**src/rtl/invaders_pkg.sv**
```systemverilog
`default_nettype none
// ============================================================================
// Module      : invaders_pkg
// Description : Shared types and screen geometry for the space-invaders core.
// Revision    : 1.0 - enemy laser state type and screen constants
// ============================================================================
package invaders_pkg;

    // One-hot enemy laser states; the codes are also exported on state_o.
    typedef enum logic [3:0] {
        LASER_IDLE     = 4'b0001,
        LASER_FALLING  = 4'b0010,
        LASER_IMPACT   = 4'b0100,
        LASER_COOLDOWN = 4'b1000
    } laser_state_t;

    // Screen geometry shared by the player ship and the enemy shots.
    localparam logic [9:0] c_bottom_border = 10'd479;
    localparam logic [9:0] c_player_top    = 10'd440;
    localparam logic [9:0] c_player_bot    = 10'd455;
    localparam logic [9:0] c_left_border   = 10'd0;
    localparam logic [9:0] c_right_border  = 10'd639;

endpackage
`default_nettype wire

```
**src/rtl/counter.sv**
```systemverilog
`default_nettype none
// ============================================================================
// Module      : counter
// Description : Loadable up/down counter with a fixed step size.
// Revision    : 1.0 - load has priority over up, up over down
// ============================================================================
module counter #(
    parameter int unsigned width_p = 10,
    parameter int unsigned step_p  = 1
) (
    input  logic               clk_i,
    input  logic               reset_i,
    input  logic               load_i,
    input  logic [width_p-1:0] load_val_i,
    input  logic               up_i,
    input  logic               down_i,
    output logic [width_p-1:0] count_o
);

    localparam logic [width_p-1:0] c_step = width_p'(step_p);

    logic [width_p-1:0] r_count;

    // Load wins over counting so a fresh value is never lost to a step.
    always_ff @(posedge clk_i) begin
        if (reset_i) begin
            r_count <= '0;
        end else if (load_i) begin
            r_count <= load_val_i;
        end else if (up_i) begin
            r_count <= r_count + c_step;
        end else if (down_i) begin
            r_count <= r_count - c_step;
        end
    end

    assign count_o = r_count;

endmodule
`default_nettype wire

```
**src/rtl/enemy_laser.sv**
```systemverilog
`default_nettype none
// ============================================================================
// Module      : enemy_laser
// Description : Single falling enemy projectile with player collision test.
//               Several instances may be OR-ed onto the ship's hit input.
// Revision    : 1.0 - FSM, collision compare, y and cooldown counters
// ============================================================================
module enemy_laser
    import invaders_pkg::*;
#(
    parameter logic [11:0] color_p         = {4'hF, 4'hF, 4'hF},
    parameter logic [9:0]  step_p          = 10'd8,
    parameter logic [9:0]  laser_w_p       = 10'd3,
    parameter logic [9:0]  laser_h_p       = 10'd12,
    parameter logic [9:0]  player_top_p    = c_player_top,
    parameter logic [9:0]  player_bot_p    = c_player_bot,
    parameter logic [9:0]  bottom_border_p = c_bottom_border,
    parameter logic [5:0]  cooldown_p      = 6'd8
) (
    input  logic       clk_i,
    input  logic       reset_i,
    input  logic       frame_i,
    input  logic       fire_i,
    input  logic [9:0] fire_x_i,
    input  logic [9:0] fire_y_i,
    input  logic       freeze_i,
    input  logic [9:0] player_left_i,
    input  logic [9:0] player_right_i,
    input  logic       player_alive_i,
    output logic       hit_o,
    output logic       ready_o,
    output logic       active_o,
    output logic [9:0] laser_x_o,
    output logic [9:0] laser_y_o,
    output logic [3:0] laser_red_o,
    output logic [3:0] laser_green_o,
    output logic [3:0] laser_blue_o,
    output logic [3:0] state_o
);

    laser_state_t r_state;
    logic [9:0]   r_x;
    logic         r_hit;
    logic         r_ready;
    logic         r_active;

    logic [9:0]   w_y;
    logic [5:0]   w_cd;
    logic         w_tick;
    logic         w_fire_load;
    logic         w_hit_cond;
    logic         w_miss_cond;
    logic         w_move;
    logic         w_cd_load;
    logic         w_cd_down;

    // All geometry is compared 11 bits wide so the bottom-edge sums cannot wrap.
    logic [10:0]  w_x_ext;
    logic [10:0]  w_y_ext;

    assign w_x_ext = {1'b0, r_x};
    assign w_y_ext = {1'b0, w_y};

    assign w_tick      = frame_i & ~freeze_i;
    assign w_fire_load = (r_state == LASER_IDLE) & fire_i;

    // Collision and miss tests use the position before this frame's move.
    assign w_hit_cond  = player_alive_i
                       & ((w_y_ext + {1'b0, laser_h_p}) >= {1'b0, player_top_p})
                       & (w_y_ext <= {1'b0, player_bot_p})
                       & (w_x_ext < {1'b0, player_right_i})
                       & ((w_x_ext + {1'b0, laser_w_p}) > {1'b0, player_left_i});
    assign w_miss_cond = (w_y_ext + {1'b0, step_p} + {1'b0, laser_h_p})
                       > {1'b0, bottom_border_p};

    assign w_move    = (r_state == LASER_FALLING) & w_tick & ~w_hit_cond & ~w_miss_cond;
    assign w_cd_load = (r_state == LASER_IMPACT)
                     | ((r_state == LASER_FALLING) & w_tick & ~w_hit_cond & w_miss_cond);
    assign w_cd_down = (r_state == LASER_COOLDOWN) & w_tick & (w_cd != 6'd0);

    counter #(
        .width_p (10),
        .step_p  (int'(step_p))
    ) u_y_counter (
        .clk_i      (clk_i),
        .reset_i    (reset_i),
        .load_i     (w_fire_load),
        .load_val_i (fire_y_i),
        .up_i       (w_move),
        .down_i     (1'b0),
        .count_o    (w_y)
    );

    counter #(
        .width_p (6),
        .step_p  (1)
    ) u_cd_counter (
        .clk_i      (clk_i),
        .reset_i    (reset_i),
        .load_i     (w_cd_load),
        .load_val_i (cooldown_p),
        .up_i       (1'b0),
        .down_i     (w_cd_down),
        .count_o    (w_cd)
    );

    // Laser lifecycle with registered status outputs; reset drops any pending hit.
    always_ff @(posedge clk_i) begin
        if (reset_i) begin
            r_state  <= LASER_IDLE;
            r_x      <= 10'd0;
            r_hit    <= 1'b0;
            r_ready  <= 1'b1;
            r_active <= 1'b0;
        end else begin
            r_hit <= 1'b0;
            case (r_state)
                LASER_IDLE: begin
                    if (fire_i) begin
                        r_x      <= fire_x_i;
                        r_state  <= LASER_FALLING;
                        r_ready  <= 1'b0;
                        r_active <= 1'b1;
                    end
                end
                LASER_FALLING: begin
                    if (w_tick) begin
                        if (w_hit_cond) begin
                            r_state  <= LASER_IMPACT;
                            r_hit    <= 1'b1;
                            r_active <= 1'b0;
                        end else if (w_miss_cond) begin
                            r_state  <= LASER_COOLDOWN;
                            r_active <= 1'b0;
                        end
                    end
                end
                LASER_IMPACT: begin
                    r_state <= LASER_COOLDOWN;
                end
                LASER_COOLDOWN: begin
                    if (w_tick && (w_cd == 6'd0)) begin
                        r_state <= LASER_IDLE;
                        r_ready <= 1'b1;
                    end
                end
                default: begin
                    r_state  <= LASER_IDLE;
                    r_ready  <= 1'b1;
                    r_active <= 1'b0;
                end
            endcase
        end
    end

    assign hit_o         = r_hit;
    assign ready_o       = r_ready;
    assign active_o      = r_active;
    assign laser_x_o     = r_x;
    assign laser_y_o     = w_y;
    assign laser_red_o   = color_p[11:8];
    assign laser_green_o = color_p[7:4];
    assign laser_blue_o  = color_p[3:0];
    assign state_o       = r_state;

endmodule
`default_nettype wire

```
**config.mk**
```make
export PLATFORM = sky130hd
export DESIGN_NAME = enemy_laser
export DESIGN_NICKNAME = d
export VERILOG_FILES = /design/src/rtl/invaders_pkg.sv /design/src/rtl/counter.sv /design/src/rtl/enemy_laser.sv
export SDC_FILE = /design/constraint.sdc
export NUM_CORES = 1
export LEC_CHECK = 0
export ABC_AREA = 1
export CORE_ASPECT_RATIO = 0.9
export CORE_MARGIN = 3
export CORE_UTILIZATION = 40
export CTS_BUF_LIST = sky130_fd_sc_hd__clkbuf_4 sky130_fd_sc_hd__clkbuf_8
export DETAILED_ROUTE_END_ITERATION = 8
export PLACE_DENSITY_LB_ADDON = 0.05
export SYNTH_ARGS = -nofsm -noshare
export SYNTH_HDL_FRONTEND = slang
export SYNTH_SLANG_ARGS = --single-unit
```
**constraint.sdc**
```tcl
create_clock -name clk_i -period 4.48 [get_ports clk_i]
set_input_delay 0.672 -clock clk_i [delete_from_list [all_inputs] [get_ports clk_i]]
set_output_delay 0.672 -clock clk_i [all_outputs]
set_load 0.02 [all_outputs]
```
---- After elaboration in Yosys (flattened, before gate mapping) ----
Cells that the tools add are included.
operators by class
  add/sub/neg operators ................... 6
  order comparisons ....................... 5
  eq/ne operators ......................... 8
  muxes and demuxes ....................... 19
  bitwise gates (word level) .............. 20
  reduce and logical (&&, ||, !) cells .... 13
operators with widths
  kind                                                                                   count
  4-bit two-way mux                                                                      7
  10-bit by 4-bit adder with 11-bit output (second input constant)                       2
  10-bit two-way mux                                                                     2
  4-bit case mux with 4 select lines                                                     1
  1-bit bitwise AND                                                                      12
  10-bit by 2-bit adder with 11-bit output (second input constant)                       1
  11-bit by 4-bit adder with 11-bit output (second input constant)                       1
  11-bit by 9-bit greater-or-equal comparator with 1-bit output (second input constant)  1
  11-bit by 10-bit > comparator with 1-bit output                                        1
  11-bit by 9-bit > comparator with 1-bit output (second input constant)                 1
  10-bit by 4-bit adder with 10-bit output (second input constant)                       1
  10-bit by 9-bit less-or-equal comparator with 1-bit output (second input constant)     1
  10-bit less-than comparator                                                            1
  4-bit AND reduction                                                                    2
  1-bit two-way mux                                                                      7
  1-bit NOT                                                                              7
  6-bit zero test                                                                        1
  1-bit case mux with 3 select lines                                                     2
  6-bit nonzero test                                                                     1
  2-bit OR reduction                                                                     3
  6-bit by 1-bit subtractor with 6-bit output (second input constant)                    1
  4-bit by 1-bit == test with 1-bit output (second input constant)                       1
  4-bit by 2-bit == test with 1-bit output (second input constant)                       1
  4-bit by 3-bit == test with 1-bit output (second input constant)                       1
  other kinds (10)                                                                       12
storage, ports and cells
  bits in registers ....................... 33
  input bits .............................. 46
  output and inout port bits .............. 39
  logic and storage cells ................. 79

---- Logic depth before layout (Yosys ltp) ----
  depth in word-level cells ............... 11
  mapped depth ............................ 20
  mapped depth without buffers ............ 19

---- Cells and area by module ----
A second synthesis with hierarchy kept.
unflattened totals
  cells, all modules ...................... 473
  area, all modules ....................... 3,001.6 µm²
modules (own cells, without submodules)
  module                  times used  cells an instance  area an instance (µm²)  seq. area each (µm²)
  enemy_laser             1           296                1,863.0                 340.3
  counter (u_y_counter)   1           105                660.6                   200.2
  counter (u_cd_counter)  1           72                 478.0                   120.1

---- Worst setup path after synthesis ----
Ideal clock, no wire load.
  kind .................................... register to register
  start point ............................. reg r_x[0] (netlist: laser_x_o[0])
  end point ............................... reg u_y_counter.r_count[3] (netlist: u_y_counter.count_o[3])
  setup time .............................. 115 ps
  data arrival time ....................... 2,547 ps
  data required time ...................... 4,365 ps
  slack ................................... 1,818 ps
  stages on the path, launching flop included .. 19
  path buffers ............................ 1
  period minus slack after synthesis ...... 2,662 ps
  cells stage by stage .................... dfxtp_1 > inv_1 > ha_1 > nor2_2 > nand2_1 > xor2_1 > inv_1 > ha_1 > nand2_1 > nor2_1 > nor3b_1 > a21oi_1 > nand2_1 > nor2_2 > nand2_2 > nand3_4 > buf_6 > a21oi_1 > nor2_1
on the way
  cells in the longest elaborated chain, start to end .. 7
  elaborated cells between the ends (all ways) .. 9
  those cells by class .................... add/sub (1); order compare (2); bitwise (5); reduce/logical (1)
ends and longest elaborated chain
  item                                                                                     RTL line                              RTL
  start: declaration                                                                       enemy_laser.sv:42                     logic [9:0] r_x;
  start signal: assignment                                                                 enemy_laser.sv:120                    r_x <= fire_x_i;
  10-bit by 2-bit adder with 11-bit output or 10-bit less-than comparator (tied branches)  enemy_laser.sv:72, enemy_laser.sv:71
  11-bit by 10-bit > comparator with 1-bit output or 1-bit bitwise AND (tied branches)     enemy_laser.sv:72, enemy_laser.sv:71
  1-bit bitwise AND (*)                                                                    enemy_laser.sv:72                     & ((w_x_ext + {1'b0, laser_w_p}) > {1'b0, player_left_i});
  1-bit NOT (*)                                                                            enemy_laser.sv:76                     assign w_move = (r_state == LASER_FALLING) & w_tick & ~w_hit_cond & ~w_miss_cond;
  1-bit bitwise AND (*) (2 in series)                                                      enemy_laser.sv:76
  2-bit nonzero test (no line) (*)                                                         n/a
  end signal: assignment                                                                   counter.sv:29                         r_count <= load_val_i;
  end signal: assignment                                                                   counter.sv:31                         r_count <= r_count + c_step;
  end signal: assignment                                                                   counter.sv:33                         r_count <= r_count - c_step;
  end: declaration                                                                         counter.sv:22                         logic [width_p-1:0] r_count;
Every way passes the cells marked *; elsewhere a longest branch is shown, timed or not.
A chain may end at the register's enable or synchronous reset.

---- Worst setup path in the final report ----
  start point ............................. reg r_x[0] (netlist: laser_x_o[0])
  end point ............................... reg u_y_counter.r_count[7] (netlist: u_y_counter.count_o[7])
The elaborated chain is that of the path after synthesis.

==> flow_summary.toml <==
[hold_path]
hold_path.class = "flop to flop"
min_from = "ready_o$_SDFFE_PP1P_"

[cts]
cts_tree = "yes"
clock-sinks = 33
worstSkewPairLatency_ns = 0.28
postCtsHoldBufs = 0
cts-root-buf = "clkbuf_8"
h-tree-depth = 2
clock_path_buffers = 2
postCtsSetupRepairBufs = 0
cts_buffers = 5
cts_resized = 0
clk_pin_slew_ns = 0.07

[grt]
gr-usage-met1 = 0.244
overflow = 0
antenna_found_initial = 0
use_met2 = 0.286
grt_most_used_layer = "met2"
grt_usage = 0.178
met3_usage = 0.0325
first_global_vias = 2585
grt_max_degree = 28
grt_first_pass_wirelength_um = 11700

[run_status]
status = "finished, final reports clean"

[final_layout]
num-nets-final = 583
post-route-util = 0.549
synthToLayoutAreaGrowth_pct = 30.8
seqCellArea_um2 = 661
fillers = 690
multi_input_area_um2 = 1760
n_antenna_cell = 0
layout-drive-gt1-share = 0.0413

[pwr]
irDropWorstVdd_mv = 0.225
finalPower_w = 0.00159
power_density_nw_per_um2 = 431
p_leak_nw = 1.80

[logic_synthesis]
synth-warning-count = 0
netlist_instances = 437
synth_edf_count = 0
synth-async-reset-ratio = 0
synth_area_per_cell_um2 = 6.43
synth_cell_types = 34
synth_flop_cell = "dfxtp_1"
synth_seq_cells = 33
seq_area_frac_synth = 0.235
synth_area_um2 = 2810

[timing]
setup_violations = 0
relSlewSlack = 0.466
drv_slew = 0
final.period_utilization = 0.631
fin_tns_setup_ns = 0
fin_crit_ns = 2.83
hold_violations = 0
worst_slew_pin_slew_ns = 0.798
fmax_mhz = 354
worst_hold_slack_ns = 0.468
rsz0062_at_grt = "false"
skew_ns = 0.00353

[floorplan]
coreArea_um2 = 6690
rows = 28
die_y_um = 85.5
start_util = 0.420
pin_count = 85
die_area_um2 = 8070
dieWidth_um = 94.4

[critical_path]
crit_fanout = 14
crit_family = "simple AND/OR/NAND/NOR gates"
required_ns = 4.66
cp.arrival_ns = 3.00
critical_path_buf_inv_count = 2
r2r-start = "laser_x_o[0]$_SDFFE_PP0P_"
critical_path.startpoint = "laser_x_o[0]$_SDFFE_PP0P_"
worstSetupStartpointType = "flop"
cp_common_cell = "nand2_1"
worstSetupEndpointType = "flop"
crit_path_cell_trace = "inv_1 > ha_1 > nor2_2 > nand2_1 > xor2_1 > inv_1 > ha_1 > nand2_1 > nor2_1 > nor3b_1 > a21oi_1 > nand2_1 > nor2_2 > nand2_2 > nand3_4 > a21oi_1 > nor2_1"
critPathKind = "flop to flop"
slowest_delay_ns = 0.36
slowest_stage = "dfxtp_1"

[drt]
dr_total_vias = 2800
viasPerCell = 4.68
drc = 0
drtPass1Iterations = 4
postRouteAntennaNets = 0
wl_per_cell_um = 11.7
drt-total-wl_um = 7010
drt_iter0_markers = 92

[placed_design]
dp_hpwl_um = 5500
io_buffers = 72
gp_congestion = 0.853

[job]
maxCapViolations = 0
synth_stat cells (3+ instances only):
cell type	count	area, um2
a21oi_1	40	200
buf_4	13	97.6
clkbuf_1	5	18.8
dfxtp_1	33	661
ha_1	30	375
inv_1	78	293
nand2_1	93	349
nand3_1	37	185
nand4_1	4	25.0
nor2_1	40	150
nor2_2	3	18.8
nor4_1	3	18.8
o21ai_0	17	85.1
xnor2_1	4	35.0
xor2_1	14	123
state kept, by name, indices dropped and copies added, names as in the netlist:
name                  flops
ready_o                   1
state_o                   4
laser_x_o                10
u_y_counter.count_o      10
active_o                  1
u_cd_counter.count_o      6
hit_o                     1
power breakdown:
| group | internal, W | switching [W] | leakage [nW] | total [W] |
|---|---|---|---|---|
| logic | 0.000355 | 0.000466 | 1.46 | 0.000821 |
| clock network | 0.000187 | 0.000112 | 0.0619 | 0.000299 |
| registers | 0.000361 | 0.000105 | 0.271 | 0.000465 |
layout by cell type (no fill, tap or decap), drive strengths merged, types with 12 or more instances in the layout:
cell type / instances
xor2: 14
nor2: 44
inv: 79
a21oi: 40
ha: 30
o21ai: 19
nand3: 40
dfxtp: 33
conb: 12
nand2: 95
clkdlybuf4s50: 72
through the flow:
stage | setup WS, ns | instances | area [um2]
global route | 1.28 | 598 | 3680
finish | 1.65 | 598 | 3680
global placement | 1.70 | 590 | 3560
detailed placement | 1.65 | 590 | 3560
CTS | 1.66 | 598 | 3680
floorplan | 1.82 | 448 | 2850
metal layers:
layer,wire length (um),vias to the layer above,share of wire
met5,0,-,0
met4,67,0,0.0096
met3,358,6,0.051
met2,3120,57,0.44
met1,3470,1245,0.49
li1,-,1492,-
cell type report:
| cell class | count | share of cell area |
|---|---|---|
| timing repair buffer | 73 | 0.198 |
| sequential | 33 | 0.180 |
| tap | 90 | 0.0306 |
| inverter | 79 | 0.0807 |
| multi-input combinational | 315 | 0.478 |
| clock buffer | 7 | 0.0245 |
| clock inverter | 1 | 0.00817 |
worst register-to-register path: stages, from the launching register on:
cell and delay, ns:
dfxtp_1 0.36, inv_1 0.10, ha_1 0.24, nor2_2 0.24
nand2_1 0.10, xor2_1 0.15, inv_1 0.06, ha_1 0.29
nand2_1 0.07, nor2_1 0.15, nor3b_1 0.19, a21oi_1 0.09
nand2_1 0.08, nor2_2 0.04, nand2_2 0.12, nand3_4 0.19
a21oi_1 0.19, nor2_1 0.06
final timing paths:
kind                                                       endpoint  slack (ns)  depth (start not counted)
worst max-delay path            u_y_counter.count_o[7]$_SDFFE_PP0P_        1.65                         17
worst min-delay path                           ready_o$_SDFFE_PP1P_        0.47                          2
worst max register to register  u_y_counter.count_o[7]$_SDFFE_PP0P_        1.65                         17
worst min register to register                 ready_o$_SDFFE_PP1P_        0.47                          2
cells by family after synthesis:
family / share of synthesized area
simple gates: 0.307
buf+inv: 0.154
compound gates: 0.113
flops: 0.235
fa+ha+maj: 0.134
xor+xnor: 0.0561
other cells: 0.00133
No activity file was read; power rests on OpenSTA's default activity.
